[src/rtl/imem_loader_pkg.sv]
// rtl/imem_loader_pkg.sv - shared processor constants and loader state encoding
package imem_loader_pkg;

    localparam int          IMEM_ADDR_W    = 10;
    localparam logic [15:0] IMEM_HALT_WORD = 16'hFFFF;

    typedef enum logic [2:0] {
        IDLE  = 3'd0,
        HI    = 3'd1,
        LO    = 3'd2,
        WRITE = 3'd3,
        DONE  = 3'd4,
        ERR   = 3'd5
    } loader_state_t;

endpackage

[src/rtl/imem_loader.sv]
// rtl/imem_loader.sv - byte-stream to instruction-memory program loader
module imem_loader
    import imem_loader_pkg::*;
#(
    parameter int          ADDR_W    = IMEM_ADDR_W,
    parameter logic [15:0] HALT_WORD = IMEM_HALT_WORD
) (
    input  logic              clk,
    input  logic              reset,
    input  logic              start,
    input  logic              byte_valid,
    input  logic [7:0]        byte_data,
    output logic              byte_ready,
    output logic              mem_we,
    output logic [15:0]       mem_addr,
    output logic [15:0]       mem_wdata,
    output logic              cpu_hold,
    output logic              done,
    output logic              overflow_err,
    output logic [ADDR_W:0]   word_count
);

    localparam logic [ADDR_W-1:0] LAST_ADDR = '1;

    loader_state_t     state_q, state_n;
    logic [ADDR_W-1:0] addr_q, addr_n;
    logic [ADDR_W:0]   count_q, count_n;
    logic [7:0]        hi_q, hi_n;
    logic [15:0]       word_q, word_n;

    always_ff @(posedge clk) begin
        if (reset) begin
            state_q <= IDLE;
            addr_q  <= '0;
            count_q <= '0;
            hi_q    <= '0;
            word_q  <= '0;
        end else begin
            state_q <= state_n;
            addr_q  <= addr_n;
            count_q <= count_n;
            hi_q    <= hi_n;
            word_q  <= word_n;
        end
    end

    always_comb begin
        state_n      = state_q;
        addr_n       = addr_q;
        count_n      = count_q;
        hi_n         = hi_q;
        word_n       = word_q;
        byte_ready   = 1'b0;
        mem_we       = 1'b0;
        cpu_hold     = 1'b0;
        done         = 1'b0;
        overflow_err = 1'b0;
        case (state_q)
            IDLE, DONE, ERR: begin
                done         = (state_q == DONE);
                overflow_err = (state_q == ERR);
                cpu_hold     = (state_q == ERR);
                if (start) begin
                    state_n = HI;
                    addr_n  = '0;
                    count_n = '0;
                end
            end
            HI: begin
                byte_ready = 1'b1;
                cpu_hold   = 1'b1;
                if (byte_valid) begin
                    hi_n    = byte_data;
                    state_n = LO;
                end
            end
            LO: begin
                byte_ready = 1'b1;
                cpu_hold   = 1'b1;
                if (byte_valid) begin
                    word_n  = {hi_q, byte_data};
                    state_n = WRITE;
                end
            end
            WRITE: begin
                mem_we   = 1'b1;
                cpu_hold = 1'b1;
                count_n  = count_q + (ADDR_W+1)'(1);
                // The halt word wins even at the last address: it still fits.
                if (word_q == HALT_WORD) begin
                    state_n = DONE;
                end else if (addr_q == LAST_ADDR) begin
                    state_n = ERR;
                end else begin
                    addr_n  = addr_q + ADDR_W'(1);
                    state_n = HI;
                end
            end
            default: state_n = IDLE;
        endcase
    end

    assign mem_addr   = 16'(addr_q);
    assign mem_wdata  = word_q;
    assign word_count = count_q;

endmodule

[config.mk]
export PLATFORM = sky130hd
export DESIGN_NAME = imem_loader
export DESIGN_NICKNAME = d
export VERILOG_FILES = /design/src/rtl/imem_loader_pkg.sv /design/src/rtl/imem_loader.sv
export SDC_FILE = /design/constraint.sdc
export NUM_CORES = 1
export LEC_CHECK = 0
export CAP_MARGIN = 0
export CORE_ASPECT_RATIO = 1.25
export CORE_MARGIN = 8
export CORE_UTILIZATION = 47
export CTS_CLUSTER_SIZE = 24
export DETAILED_ROUTE_END_ITERATION = 6
export GPL_ROUTABILITY_DRIVEN = 0
export PLACE_DENSITY = 0.89
export SLEW_MARGIN = 20
export SYNTH_ARGS = -nofsm -noshare
export SYNTH_HDL_FRONTEND = slang
export SYNTH_SLANG_ARGS = --single-unit
[constraint.sdc]
create_clock -name clk -period 5.52 [get_ports clk]
set_clock_uncertainty 0.1 [all_clocks]
set_input_delay 1.104 -clock clk [delete_from_list [all_inputs] [get_ports clk]]
set_output_delay 1.104 -clock clk [all_outputs]
set_load 0.03 [all_outputs]
Word level (Yosys, flattened, before mapping)

Cells that the tools add are included.

Output and inout bits: 48
Register bits: 48
Logic and storage cells: 46

Reduce and logical (&&, ||, !) cells: 10
Equal/unequal tests: 12
Multiplexer cells: 17
$add $sub $neg: 2

Operators by type and width:

| cell                                          | number |
|---|---|
| 2-to-1 mux 10 bit                             | 3 |
| case mux 11 bit (2 select lines)              | 1 |
| case mux 10 bit (2 select lines)              | 1 |
| == test 16 bit, second input constant         | 1 |
| 2-to-1 mux 3 bit                              | 5 |
| case mux 3 bit (4 select lines)               | 1 |
| adder 11 x 1 -> 11 bit, second input constant | 1 |
| 2-to-1 mux 11 bit                             | 1 |
| adder 10 x 1 -> 10 bit, second input constant | 1 |
| == test 10 bit, second input constant         | 1 |
| inequality test 2 bit, second input constant  | 5 |
| == test 3 x 2 -> 1 bit, second input constant | 2 |
| == test 3 bit, second input constant          | 2 |
| AND reduction 2 bit                           | 3 |
| OR reduction 3 bit                            | 2 |
| 2-to-1 mux 1 bit                              | 4 |
| AND reduction 4 bit                           | 1 |
| == test 3 x 1 -> 1 bit, second input constant | 1 |
| logical NOT 3 bit                             | 1 |
| AND reduction 3 bit                           | 1 |
| case mux 1 bit (2 select lines)               | 1 |
| nonzero test 2 bit                            | 1 |
| OR reduction 2 bit                            | 1 |

Longest topological paths before layout

Gate-level depths: netlist of the first run.

Word-level depth: 4
Gate-level depth with buffers: 7

Least setup slack after synthesis of the first run

No wires, ideal clock.

Path kind: in2reg
Start point: input port start
End point: register addr_q[9]
Path buffers: 1
Arrival: 2.090 ns
Stages: 6
Setup slack: 3.213 ns
Cell sequence: nand2b_4 > or2_1 > clkbuf_1 > and2_4 > a32o_1 > a22o_1

Word-level cells in the longest chain between the ends: 2

Ends and longest elaborated chain:

| element                         | line              | text |
|---|---|---|
| start: declaration              | imem_loader.sv:10 | `input logic start,` |
| inequality test 2 bit (no line) | -                 |  |
| AND reduction 4 bit (no line)   | -                 |  |
| end signal: assignment          | imem_loader.sv:40 | `addr_q <= addr_n;` |
| end: declaration                | imem_loader.sv:26 | `logic [ADDR_W-1:0] addr_q, addr_n;` |

Every way passes these cells.
A chain may end at the register's enable or synchronous reset.

Worst setup path after layout of the first run

Start point: register state_q[0]
End point: output port mem_we

Word-level cells in the longest chain between the ends: 2

Ends and longest elaborated chain:

| element                  | line              | text |
|---|---|---|
| start: declaration       | imem_loader.sv:25 | `loader_state_t state_q, state_n;` |
| start signal: assignment | imem_loader.sv:39 | `state_q <= state_n;` |
| == test 3 x 2 -> 1 bit   | imem_loader.sv:58 | `case (state_q)` |
| 2-to-1 mux 1 bit         | imem_loader.sv:58 |  |
| end: declaration         | imem_loader.sv:14 | `output logic mem_we,` |

Every way passes these cells.

==> results of run 1 <==
flip-flops by register name, summed over array words and instances, names as in the netlist:
| signal | count |
|---|---|
| word_count | 11 |
| hi_q | 8 |
| addr_q | 10 |
| state_q | 3 |
| mem_wdata | 16 |
worst paths after layout:
check	start	endpoint	slack [ns]	cells after the start
setup / recovery	state_q[0]	mem_we	1.96	3
hold / removal	hi_q[0]	mem_wdata[8]	0.35	2
setup reg to reg	state_q[0]	word_count[9]	3.29	6
hold reg to reg	hi_q[0]	mem_wdata[8]	0.35	2
layout make-up:
type / count / area (um^2)
Clock buffer: 5 / 68.8
Inverter: 5 / 18.8
Multi-Input combinational cell: 205 / 1140
Timing Repair Buffer: 54 / 538
Clock inverter: 3 / 90.1
Sequential cell: 48 / 961
Tap cell: 60 / 75.1
Fill cell: 392 / 1770
power by group through the flow:
stage               clock network, W  registers [W]   logic, W
finish                      0.000345       0.000361  0.0000805
global route                0.000363       0.000362  0.0000880
CTS                         0.000352       0.000361  0.0000804
detailed placement                 0       0.000369  0.0000803
global placement                   0       0.000368  0.0000793
floorplan                          0       0.000369  0.0000575
worst reg2reg max path: cells and delay by family, from the launching register on:
kind / cells / cell delay (ns)
multiplexers: 1 / 0.28
AND/OR/NAND/NOR: 4 / 0.73
flip-flops: 1 / 0.61
buffers and inverters: 1 / 0.44
per-layer routing:
| metal | up-vias | share of wire | track usage |
|---|---|---|---|
| li1 | 1041 | - | - |
| met1 | 982 | 0.39 | 0.166 |
| met2 | 81 | 0.50 | 0.271 |
| met3 | 14 | 0.093 | 0.0624 |
| met4 | 0 | 0.017 | 0.0599 |
| met5 | - | 0 | 0 |
stage by stage:
step	worst slack, ns	hold slack, ns	instances
floorplan	3.21	0.332	280
global route	1.80	0.376	380
finish	1.96	0.350	380
global placement	2.37	0.339	372
detailed placement	2.32	0.347	372
CTS	1.98	0.356	380
layout by cell type (no fill, tap or decap), types with 4 or more instances in the layout:
master           synthesis  routed
and3_1                   4       4
nor2_1                  21      21
nand4_1                  9       9
nand3_1                 11      11
dfxtp_1                 48      48
nand2_1                 65      65
o21ai_0                  4       4
inv_1                    4       4
clkbuf_8                 0       5
conb_1                   1       6
clkdlybuf4s50_1          0      53
a21oi_1                 29      29
logic make-up after synthesis:
group,share of synthesized area
simple gates,0.295
compound gates,0.167
flops,0.429
buf+inv,0.0698
xor+xnor,0.0117
mux,0.0151
fa+ha+maj,0.0112
other cells,0.00167
==> results.yml, run 1 <==
power:
  power_density_nw_per_um2: 272
  pwr-share-seq: 0.459
  p_sw_frac: 0.225
  combPwrFrac: 0.102
  ir_drop_v: 0.000222
  power_switching_w: 0.000177
  internal_power_w: 0.000609
  pwr-share-clk: 0.439
  power_w: 0.000786
  leakage_nw: 1.01
finish:
  post-route-util: 0.621
  n_antenna_cell: 0
  syn_to_final_growth_pct: 29.1
  drive_gt1_frac: 0.0625
  nets: 333
  design_area_um2: 2890
logic_synthesis:
  async_reset_ff_frac: 0
  synth_flop_cell: "dfxtp_1"
  syn_inst: 275
  netlist.area_leader.share: 0.429
  yosysMostFrequentCell: "nand2_1"
  yosysWarningCount: 0
  synth_top_area_cell: "dfxtp_1"
  netlist-cell-type-count: 50
  yosysSeqAreaShare: 0.429
  avgSynthCellArea_um2: 8.15
  synth_area_um2: 2240
  synth_edf_count: 0
  synth.area.top_cells: "dfxtp_1, nand2_1, a21oi_1, nor2_1, nand4_1"
  synth_common_cells: "nand2_1, dfxtp_1, a21oi_1"
  synth_seq_cells: 48
routing:
  ant_nets: 0
  first_pass_iters: 4
  drt_iter0_markers: 190
  wire_per_inst_um: 14.8
  num_vias: 2118
  drcViolationCount: 0
  vias_per_cell: 5.57
  routed_wl_um: 5620
clocking:
  tritoncts: "done"
  cts_root_buffer: "clkbuf_8"
  cts_buffer_depth: 2
  cts-buffers-inserted: 5
  htree_levels: 2
  postCtsSetupBuffers: 0
  cts_num_sinks: 48
  cts-resized-gates: 0
  hold_buffers: 0
  clk_pin_slew_ns: 0.09
  clk_latency_ns: 0.31
setup_path:
  cp-start-kind: "flop"
  crit_type: "flop to output port"
  crit_path_max_incr_delay_ns: 0.77
  cp_slowest_cell: "clkdlybuf4s50_1"
  cp-end-kind: "output port"
  cp.arrival_ns: 2.36
  critical_path.cell_chain: "nand3b_4 > inv_1 > clkdlybuf4s50_1"
  crit_path_max_fanout: 17
  cp.required_ns: 4.32
  crit_buf_inv: 2
  critPathTopFamily: "buffers and inverters"
global_routing:
  grt_first_pass_wirelength_um: 9430
  grt_max_degree: 45
  grt_use_total: 0.157
  antenna_found_initial: 0
  grt_overflow: 0
  first_global_vias: 2091
floorplan:
  dieArea_um2: 7250
  core_area_um2: 4660
  io_pins: 60
  die_x_um: 77.8
  num_rows: 28
  initial_core_util: 0.481
  die_y_um: 93.2
sta:
  setup_violations: 0
  tns_ns: 0
  fin_crit_sh: 0.645
  final_max_slew_viol_count: 0
  relSlewSlack: 0.450
  period_minus_slack_ns: 3.56
  hold_viol_final: 0
  worstMarginPinSlew_ns: 0.821
  timing.fmax_mhz: 281
  grt_setup_unrepaired: "false"
place:
  io_buffers: 53
  hpwlAfterDp_um: 4060
  placed_cell_area_um2: 2740
hold_path:
  hold_class: "flop to flop"
run_status:
  status: "finished clean"
job:
  drv_cap: 0
Power figures use the tool's default switching activity.
==> run 2: changes to the inputs <==
- clock period: 5.52 -> 3.5 ns (I/O delays scaled with it)
==> run 2 against run 1 <==
Effect of this change: via count up 1.5%; sequential power up 58%; cell area down 0.86%; highest routed layer unchanged; die area unchanged.
==> results.yml, run 2 (same netlist as run 1, synthesis figures left out) <==
run_status:
  status: "finished clean"
setup_path:
  cp.arrival_ns: 2.10
  cp-start-kind: "flop"
  cp_slowest_cell: "clkdlybuf4s50_1"
  cp-end-kind: "output port"
  crit_path_max_fanout: 12
  critical_path.cell_chain: "nor2b_1 > o21bai_1 > clkdlybuf4s50_1"
  crit_type: "flop to output port"
  critPathTopFamily: "buffers and inverters"
  crit_path_max_incr_delay_ns: 0.69
  cp.required_ns: 2.70
  crit_buf_inv: 1
hold_path:
  hold_class: "flop to flop"
finish:
  post-route-util: 0.616
  multi_input_area_um2: 1140
  syn_to_final_growth_pct: 28.0
  design_area_um2: 2870
  final_cell_mix: "nand2_1, clkdlybuf4s50_1, dfxtp_1, a21oi_1, nor2_1"
  nets: 334
  regArea_um2: 961
  n_antenna_cell: 0
  n_fill_cell: 409
  drive_gt1_frac: 0.0654
  final_common_cell: "nand2_1"
  largest_reg_flops: 16
routing:
  vias_per_cell: 5.64
  ant_nets: 0
  drt_iter0_markers: 119
  first_pass_iters: 6
  num_vias: 2149
  routed_wl_um: 5720
  drcViolationCount: 0
  wire_per_inst_um: 15.0
sta:
  final_max_slew_viol_count: 0
  hold_viol_final: 0
  tns_ns: 0
  relSlewSlack: 0.480
  fin_crit_sh: 0.827
  worstMarginPinSlew_ns: 0.777
  setup_violations: 0
  period_minus_slack_ns: 2.90
  grt_setup_unrepaired: "false"
  timing.fmax_mhz: 345
place:
  io_buffers: 53
  hpwlAfterDp_um: 4230
  placed_cell_area_um2: 2740
clocking:
  cts_num_sinks: 48
  cts-resized-gates: 0
  hold_buffers: 0
  postCtsSetupBuffers: 0
  clk_latency_ns: 0.30
  htree_levels: 2
  cts_buffer_depth: 2
  cts_root_buffer: "clkbuf_8"
  cts-buffers-inserted: 5
  clk_pin_slew_ns: 0.08
  tritoncts: "done"
global_routing:
  grt_overflow: 0
  grt_max_degree: 37
  grt_use_total: 0.162
  antenna_found_initial: 0
  grt_first_pass_wirelength_um: 9580
  first_global_vias: 2108
floorplan:
  die_y_um: 93.2
  initial_core_util: 0.481
  core_area_um2: 4660
  num_rows: 28
  dieArea_um2: 7250
  io_pins: 60
  die_x_um: 77.8
power:
  ir_drop_v: 0.000294
  pwr-share-seq: 0.503
  internal_power_w: 0.000856
  p_sw_frac: 0.244
  power_switching_w: 0.000276
  pwr-share-clk: 0.385
  combPwrFrac: 0.112
  power_density_nw_per_um2: 395
  leakage_nw: 1.01
job:
  drv_cap: 0
-- run 2: metal layers --
metal / wire length [um] / share of wire / track usage / up-vias
met5: 0 / 0 / 0 / -
met4: 131 / 0.023 / 0.0757 / 0
met3: 540 / 0.094 / 0.0720 / 11
met2: 2970 / 0.52 / 0.283 / 75
met1: 2080 / 0.36 / 0.161 / 1010
li1: - / - / - / 1053
-- run 2: power by group through the flow --
stage                     Sequential (W)  Combinational (W)  Clock [W]
final                           0.000569           0.000127   0.000436
after global routing            0.000571           0.000139   0.000463
after CTS                       0.000569           0.000127   0.000445
after detailed placement        0.000582           0.000127          0
after global placement          0.000581           0.000125          0
after floorplan                 0.000581          0.0000907          0
-- run 2: final timing paths --
path | from | endpoint | slack, ns | cells past startpoint
setup / recovery | state_q[0] | cpu_hold | 0.60 | 3
hold / removal | hi_q[6] | mem_wdata[14] | 0.36 | 2
setup reg to reg | state_q[0] | addr_q[9] | 1.40 | 4
hold reg to reg | hi_q[6] | mem_wdata[14] | 0.36 | 2
-- run 2: worst min-delay path, stage by stage, from the launching register on --
cell and delay [ns]:
dfxtp_1 0.32, nand2_1 0.05, a21oi_1 0.05
-- run 2: per-stage QoR --
step / instances / power [W] / hold WS, ns / setup WS [ns]
6_report: 381 / 0.00113 / 0.357 / 0.604
5_1_grt: 381 / 0.00117 / 0.379 / 0.460
4_1_cts: 381 / 0.00114 / 0.359 / 0.594
3_5_place_dp: 373 / 0.000709 / 0.347 / 0.934
3_3_place_gp: 373 / 0.000705 / 0.339 / 1.01
2_1_floorplan: 280 / 0.000672 / 0.332 / 1.59
-- run 2: area by class of cell --
| type | count | area share |
|---|---|---|
| Multi-Input combinational cell | 205 | 0.398 |
| Sequential cell | 48 | 0.335 |
| Timing Repair Buffer | 55 | 0.190 |
| Clock buffer | 7 | 0.0336 |
| Tap cell | 60 | 0.0262 |
| Clock inverter | 1 | 0.0105 |
| Inverter | 5 | 0.00654 |
==> run 3: changes to the inputs <==
- CORE_UTILIZATION: 47 -> 43
- PLACE_DENSITY: 0.89 -> 0.86
- clock period: 3.5 -> 2.6 ns (I/O delays scaled with it)
==> run 3 against run 2 <==
Effect of this change: clock power fell by 3%; critical path depth up 1; global-route usage down 1.5 points; clock-buffer cell count fell by 1; cell area fell by 0.31%; largest cell class unchanged.
==> results.yml, run 3 (same netlist as run 1, synthesis figures left out) <==
sta:
  setup_violations: 0
  tns_ns: 0
  fin_crit_sh: 0.950
  layout_setup_ws_ns: 0.130
  worstMarginPinSlew_ns: 0.544
  final_max_slew_viol_count: 0
  grt_setup_unrepaired: "false"
  relSlewSlack: 0.634
  timing.fmax_mhz: 405
  period_minus_slack_ns: 2.47
  hold_viol_final: 0
job:
  drv_cap: 0
place:
  placed_cells: 380
  io_buffers: 53
  post-place-ws_ns: 0.331
  placed_cell_area_um2: 2780
  hpwlAfterDp_um: 4300
global_routing:
  antenna_found_initial: 0
  grt_max_degree: 25
  grt_use_total: 0.147
  grt_first_pass_wirelength_um: 9540
  grt_overflow: 0
  first_global_vias: 2062
finish:
  final_common_cell: "nand2_1"
  drive_gt1_frac: 0.0738
  syn_to_final_growth_pct: 27.6
  final_cell_mix: "nand2_1, clkdlybuf4s50_1, dfxtp_1, a21oi_1, nor2_1"
  n_antenna_cell: 0
  largest_reg_flops: 16
  nets: 339
  n_fill_cell: 453
  design_area_um2: 2860
  instances_no_fill: 387
power:
  p_sw_frac: 0.269
  combPwrFrac: 0.138
  pwr-share-seq: 0.553
  power_density_nw_per_um2: 480
  power_switching_w: 0.000369
  pwr-share-clk: 0.309
  leakage_nw: 1.01
  ir_drop_v: 0.000373
  internal_power_w: 0.00100
setup_path:
  cp-start-kind: "flop"
  crit_start: "state_q[1]"
  critPathTopFamily: "buffers and inverters"
  r2r_end: "addr_q[9]"
  cp.required_ns: 1.98
  crit_buf_inv: 2
  crit_cells: 4
  critical_path.cell_chain: "inv_2 > nor2_1 > o21ba_2 > clkdlybuf4s50_1"
  worstReg2RegStart: "state_q[2]"
  cp_slowest_cell: "clkdlybuf4s50_1"
  cp-end-kind: "output port"
  crit_path_max_fanout: 6
  worstRegToRegCells: 5
  crit_path_end: "byte_ready"
  crit_path_max_incr_delay_ns: 0.66
  cp.arrival_ns: 1.85
  rrSetupSlack_ns: 0.57
  crit_type: "flop to output port"
clocking:
  hold_buffers: 0
  cts_num_sinks: 48
  clk_latency_ns: 0.30
  cts-resized-gates: 0
  clk_pin_slew_ns: 0.09
  cts_root_buffer: "clkbuf_8"
  htree_levels: 2
  postCtsSetupBuffers: 0
  cts-buffers-inserted: 5
  cts_buffer_depth: 2
  tritoncts: "done"
floorplan:
  dieArea_um2: 7790
  num_rows: 29
  die_x_um: 80.6
  io_pins: 60
  core_area_um2: 5040
  initial_core_util: 0.444
  die_y_um: 96.7
routing:
  wire_per_inst_um: 15.0
  num_vias: 2139
  first_pass_iters: 4
  ant_nets: 0
  drcViolationCount: 0
  vias_per_cell: 5.53
  routed_wl_um: 5820
  drt_iter0_markers: 145
hold_path:
  hold_class: "flop to flop"
  worstHoldStart: "hi_q[4]"
run_status:
  status: "finished clean"
run 3: worst min path at each step:
stage	endpoint	depth (start not counted)	slack, ns
4_1_cts	mem_wdata[8]	2	0.36
3_5_place_dp	mem_wdata[8]	2	0.35
6_report	mem_wdata[12]	2	0.36
3_3_place_gp	mem_wdata[15]	2	0.34
2_1_floorplan	mem_wdata[10]	2	0.33
5_1_grt	mem_wdata[13]	2	0.38
run 3: metal layers:
metal	routed length, um	GRT usage
met1	2480	0.169
met2	2800	0.243
met3	405	0.0426
met4	127	0.0618
met5	0	0
run 3: through the flow:
| stage | power, W | utilization | hold WS [ns] |
|---|---|---|---|
| after floorplan | 0.000905 | - | 0.332 |
| after global placement | 0.000961 | 0.552 | 0.337 |
| after detailed placement | 0.000963 | 0.552 | 0.346 |
| after CTS | 0.00138 | 0.567 | 0.359 |
| after global routing | 0.00143 | 0.567 | 0.384 |
| final | 0.00137 | 0.567 | 0.359 |
run 3: layout make-up:
cell class | count | area [um^2] | area share
Clock buffer | 6 | 72.6 | 0.0254
Sequential cell | 48 | 961 | 0.336
Timing Repair Buffer | 60 | 583 | 0.204
Multi-Input combinational cell | 205 | 1140 | 0.399
Inverter | 5 | 18.8 | 0.00656
Clock inverter | 1 | 5.00 | 0.00175
Tap cell | 62 | 77.6 | 0.0271
run 3: worst min-delay path: stages (launching register included):
cell	delay [ns]
dfxtp_1	0.32
nand2_1	0.05
a21oi_1	0.05
run 3: power groups by stage:
stage	logic, W	registers, W	clock network, W
after global placement	0.000185	0.000776	0
after global routing	0.000203	0.000761	0.000462
after floorplan	0.000122	0.000783	0
final	0.000189	0.000759	0.000424
after detailed placement	0.000187	0.000776	0
after CTS	0.000188	0.000759	0.000434
==> edit 1 (config.mk and constraints of run 2) <==
`hi_q` no longer has a reset.
--- a/src/rtl/imem_loader.sv
+++ b/src/rtl/imem_loader.sv
@@ -33,15 +33,17 @@
             state_q <= IDLE;
             addr_q  <= '0;
             count_q <= '0;
-            hi_q    <= '0;
             word_q  <= '0;
         end else begin
             state_q <= state_n;
             addr_q  <= addr_n;
             count_q <= count_n;
-            hi_q    <= hi_n;
             word_q  <= word_n;
         end
+    end
+
+    always_ff @(posedge clk) begin
+        hi_q <= hi_n;
     end
 
     always_comb begin
Behaviour: no difference found for any inputs over 10 cycles, from zero or initial values and one cycle with reset high; that may be too few to reach the edited logic, so the function may still have changed.
==> edit 1 against run 2 <==
Register-to-register slack got worse by 30 ps; non-clock buffer count increased by 4; cell count is 2.9% lower; sequential cell count stayed put; synthesized area down 0.22%; design area is 0.35% higher; worst setup slack improved by 140 ps; worst hold slack gained 21 ps; routed wire length fell by 1.9%; utilization up 0.21 points; sequential share of layout area up 2.7 points; highest routed layer unchanged; fmax grew 4.9%; power down 9.7%; largest cell class unchanged.
==> edit 1: results (changes against run 2) <==
outcome=finished, final reports clean (unchanged); Seq/Total Area, Yosys=46.56% (was 42.88%); worst hold slack=377.3 ps (was 356.8 ps); DP Cell Count=362 (was 373); met1 usage=17.89% (was 16.14%); met2 WL post-DR=2770 um (was 2971 um); met3 WL=409 um (was 540 um); Peak supply drop=211.8 uV (was 294.2 uV); gr usage total=15.27% (was 16.23%); post-synthesis mux area share=0.5036% (was 1.508%); Mean Syn Cell Area=8.600 sq um (was 8.149 sq um); reg2reg setup slack=1370 ps (was 1400 ps); HPWL after DPL=4051 um (was 4233 um); Arrival @ worst endpoint=1960 ps (was 2100 ps); GR Util met3=3.935% (was 7.198%); Power Internal=754.2 uW (was 855.8 uW); Critical R2R Launch=addr_q[0] (was state_q[0]); layout net count=323 (was 334); worst-path fanout max=18 (was 12); P_leak=0.9144 nW (was 1.006 nW); layout cells sized above 1=6.774% (was 6.542%); Placed Area=2791 sq um (was 2743 sq um); synth cell count leaders=nand2_1, dfxtp_1, a21oi_1, nor2_1, clkbuf_1 (was nand2_1, dfxtp_1, a21oi_1, nor2_1, nand3_1); vias in the first global route=1,962 (was 2,108); GR Util met2=26.17% (was 28.33%)
## edit 1: changes by cell type in the layout (fill, tap and decap cells not counted), moves of 4 or more
| cell | before | now |
|---|---|---|
| nor2_1 | 21 | 14 |
| a31oi_1 | 2 | 6 |
| nand2_1 | 65 | 50 |
| o311ai_0 | 0 | 5 |
| buf_4 | 2 | 6 |
| or3_1 | 1 | 5 |
| dfxtp_1 | 48 | 40 |
| nand3_1 | 11 | 6 |
| nand2b_1 | 0 | 7 |
| edfxtp_1 | 0 | 8 |
## edit 1: power by group through the flow
stage               clock network [mW]  registers (mW)  logic (mW)
floorplan                            0           0.600      0.0709
global placement                     0           0.596       0.113
detailed placement                   0           0.597       0.114
finish                           0.324           0.584       0.115
global route                     0.353           0.586       0.124
CTS                              0.334           0.584       0.116
## edit 1: layout make-up
cell class	instances	area, sq um
fillers	416	1780
inverters	2	7.507
clock buffers	5	68.82
repair buffers	59	575.6
clock inverters	3	18.77
multi-input cells	193	1092
well taps	60	75.07
flip-flops and latches	48	1041
==> edit 2 (settings of run 2) <==
Made on the original files. The package constant `IMEM_ADDR_W` goes from 10 to 11.
--- a/src/rtl/imem_loader_pkg.sv
+++ b/src/rtl/imem_loader_pkg.sv
@@ -1,7 +1,7 @@
 // rtl/imem_loader_pkg.sv - shared processor constants and loader state encoding
 package imem_loader_pkg;
 
-    localparam int          IMEM_ADDR_W    = 10;
+    localparam int          IMEM_ADDR_W    = 11;
     localparam logic [15:0] IMEM_HALT_WORD = 16'hFFFF;
 
     typedef enum logic [2:0] {
Ports: changed (resized word_count); port bits go from 60 to 61. The function was not compared with the original's and may differ.
==> edit 2 against run 2 <==
Worst setup slack worse by 380 ps; power hardly changed; routed wire length is 12% higher; largest cell class unchanged; via count is 11% higher; die area is 7.3% higher; non-clock buffer count is 4 higher; sequential cell count is 2 higher; design area is 7.3% higher; synthesized area is 9.0% higher; worst hold slack better by 5.7 ps; cell count is 6.8% higher; global-route usage is 0.22 points higher.
==> edit 2: results (changes against run 2) <==
filler cell count=446 (was 409); RR Endpoint=word_count[11] (was addr_q[9]); Arrival @ worst endpoint=2480 ps (was 2100 ps); initial antenna violation count=0 (unchanged); largest cells by area after synthesis=dfxtp_1, nand2_1, a21oi_1 (unchanged); layout net count=358 (was 334); PortBufs=55 (was 53); number of flip-flops under the largest register name=16 (unchanged); drt total wl=6390 um (was 5724 um); P_leak=0.9955 nW (was 1.006 nW); worst hold start=hi_q[2] (was hi_q[6]); gr usage total=16.45% (was 16.23%); max-cap violations=0 (unchanged); TritonCTS buffer count=5 (unchanged); Initial DRT Pass Iterations=5 (was 6); vias in the first global route=2,233 (was 2,108); Worst Setup EP=mem_we (was cpu_hold); Slew @ Worst Pin=817.5 ps (was 776.9 ps); DRT antenna net count=0 (unchanged); Post-synth ARST share=0% (unchanged); reg2reg setup slack=1130 ps (was 1400 ps); Seq/Total Area, Yosys=40.98% (was 42.88%); Critical path origin=state_q[0] (unchanged); CTS Root Cell=clkbuf_8 (unchanged); Via Count=2,388 (was 2,149); outcome=finished, final reports clean (unchanged); Distinct cells, synth=53 (was 50); layout cells sized above 1=5.217% (was 6.542%); drt first-iter violations=242 (was 119); non-filler cells, final=407 (was 381); first-pass GRT wire length=10,440 um (was 9584 um); Reg2Reg Depth=5 (was 4); Peak supply drop=314.8 uV (was 294.2 uV); DP Cell Count=399 (was 373); largest net degree at the start of global routing=24 (was 37); HPWL after DPL=4612 um (was 4233 um); worst-path fanout max=15 (was 12); clk slew on worst S/H paths=110 ps (was 80 ps); Mean Syn Cell Area=8.168 sq um (was 8.149 sq um); synth cell count leaders=dfxtp_1, nand2_1, a21oi_1, nor2_1 (was nand2_1, dfxtp_1, a21oi_1, nor2_1, nand3_1)
edit 2: cell count changes in the layout (fill, tap and decap cells not counted), moves of 4 or more:
| cell | run 2 | this run |
|---|---|---|
| nand2_1 | 65 | 48 |
| mux2i_1 | 0 | 8 |
| nand2b_1 | 0 | 5 |
| nand3b_1 | 0 | 5 |
| nor2_1 | 21 | 16 |
| nor3_1 | 3 | 8 |
| o21ai_1 | 0 | 5 |
| o21ai_0 | 4 | 8 |
| or4_1 | 3 | 7 |
edit 2: kinds of logic (layout without fill, tap and decap cells):
logic type	after synthesis	count (layout)	synth area share [%]
mux	8	8	3.279
fa+ha+maj	2	2	1.024
simple gates	131	131	28.74
xor+xnor	3	3	1.076
other cells	1	5	0.1535
compound gates	71	71	18.14
flops	50	50	40.98
buf+inv	33	75	6.609
edit 2: how the worst min path moves through the flow:
| stage | end | slack, ps | depth (start not counted) |
|---|---|---|---|
| after floorplan | mem_wdata[15] | 330 | 2 |
| after global placement | mem_wdata[11] | 340 | 2 |
| after detailed placement | mem_wdata[10] | 350 | 2 |
| after CTS | mem_wdata[10] | 360 | 2 |
| after global routing | mem_wdata[11] | 400 | 2 |
| final | mem_wdata[10] | 360 | 2 |
edit 2: layout make-up:
type / count / share of cell area, %
clock buffer: 5 / 2.235
clock inverter: 3 / 0.8533
inverter: 8 / 0.9752
multi-input combinational: 220 / 42.06
sequential: 50 / 32.51
tap: 62 / 2.519
timing repair buffer: 59 / 18.85
edit 2: where the power goes:
part | total, mW | switching, mW | internal [mW]
sequential | 0.609 | 0.0233 | 0.585
combinational | 0.158 | 0.0951 | 0.0632
clock | 0.365 | 0.216 | 0.149
total | 1.13 | 0.334 | 0.797
edit 2: per-stage QoR:
stage | area (sq um) | util, % | setup slack, ps
after CTS | 3079 | 61.05 | 237.2
after detailed placement | 2984 | 59.17 | 597.5
after floorplan | 2457 | - | 1282
after global placement | 2984 | 59.17 | 667.5
final | 3079 | 61.05 | 220.8
after global routing | 3079 | 61.05 | 53.15
edit 2: layer usage:
| metal | wire (um) | GRT usage [%] | share of wire, % |
|---|---|---|---|
| met1 | 2543 | 17.90 | 40 |
| met2 | 3273 | 29.60 | 51 |
| met3 | 499 | 4.815 | 7.8 |
| met4 | 73 | 5.471 | 1.1 |
| met5 | 0 | 0 | 0 |
edit 2: worst max-delay path: stages (launching register included):
cell and delay [ps]:
dfxtp_1 620, nand3b_1 440, inv_2 370, clkdlybuf4s50_1 730
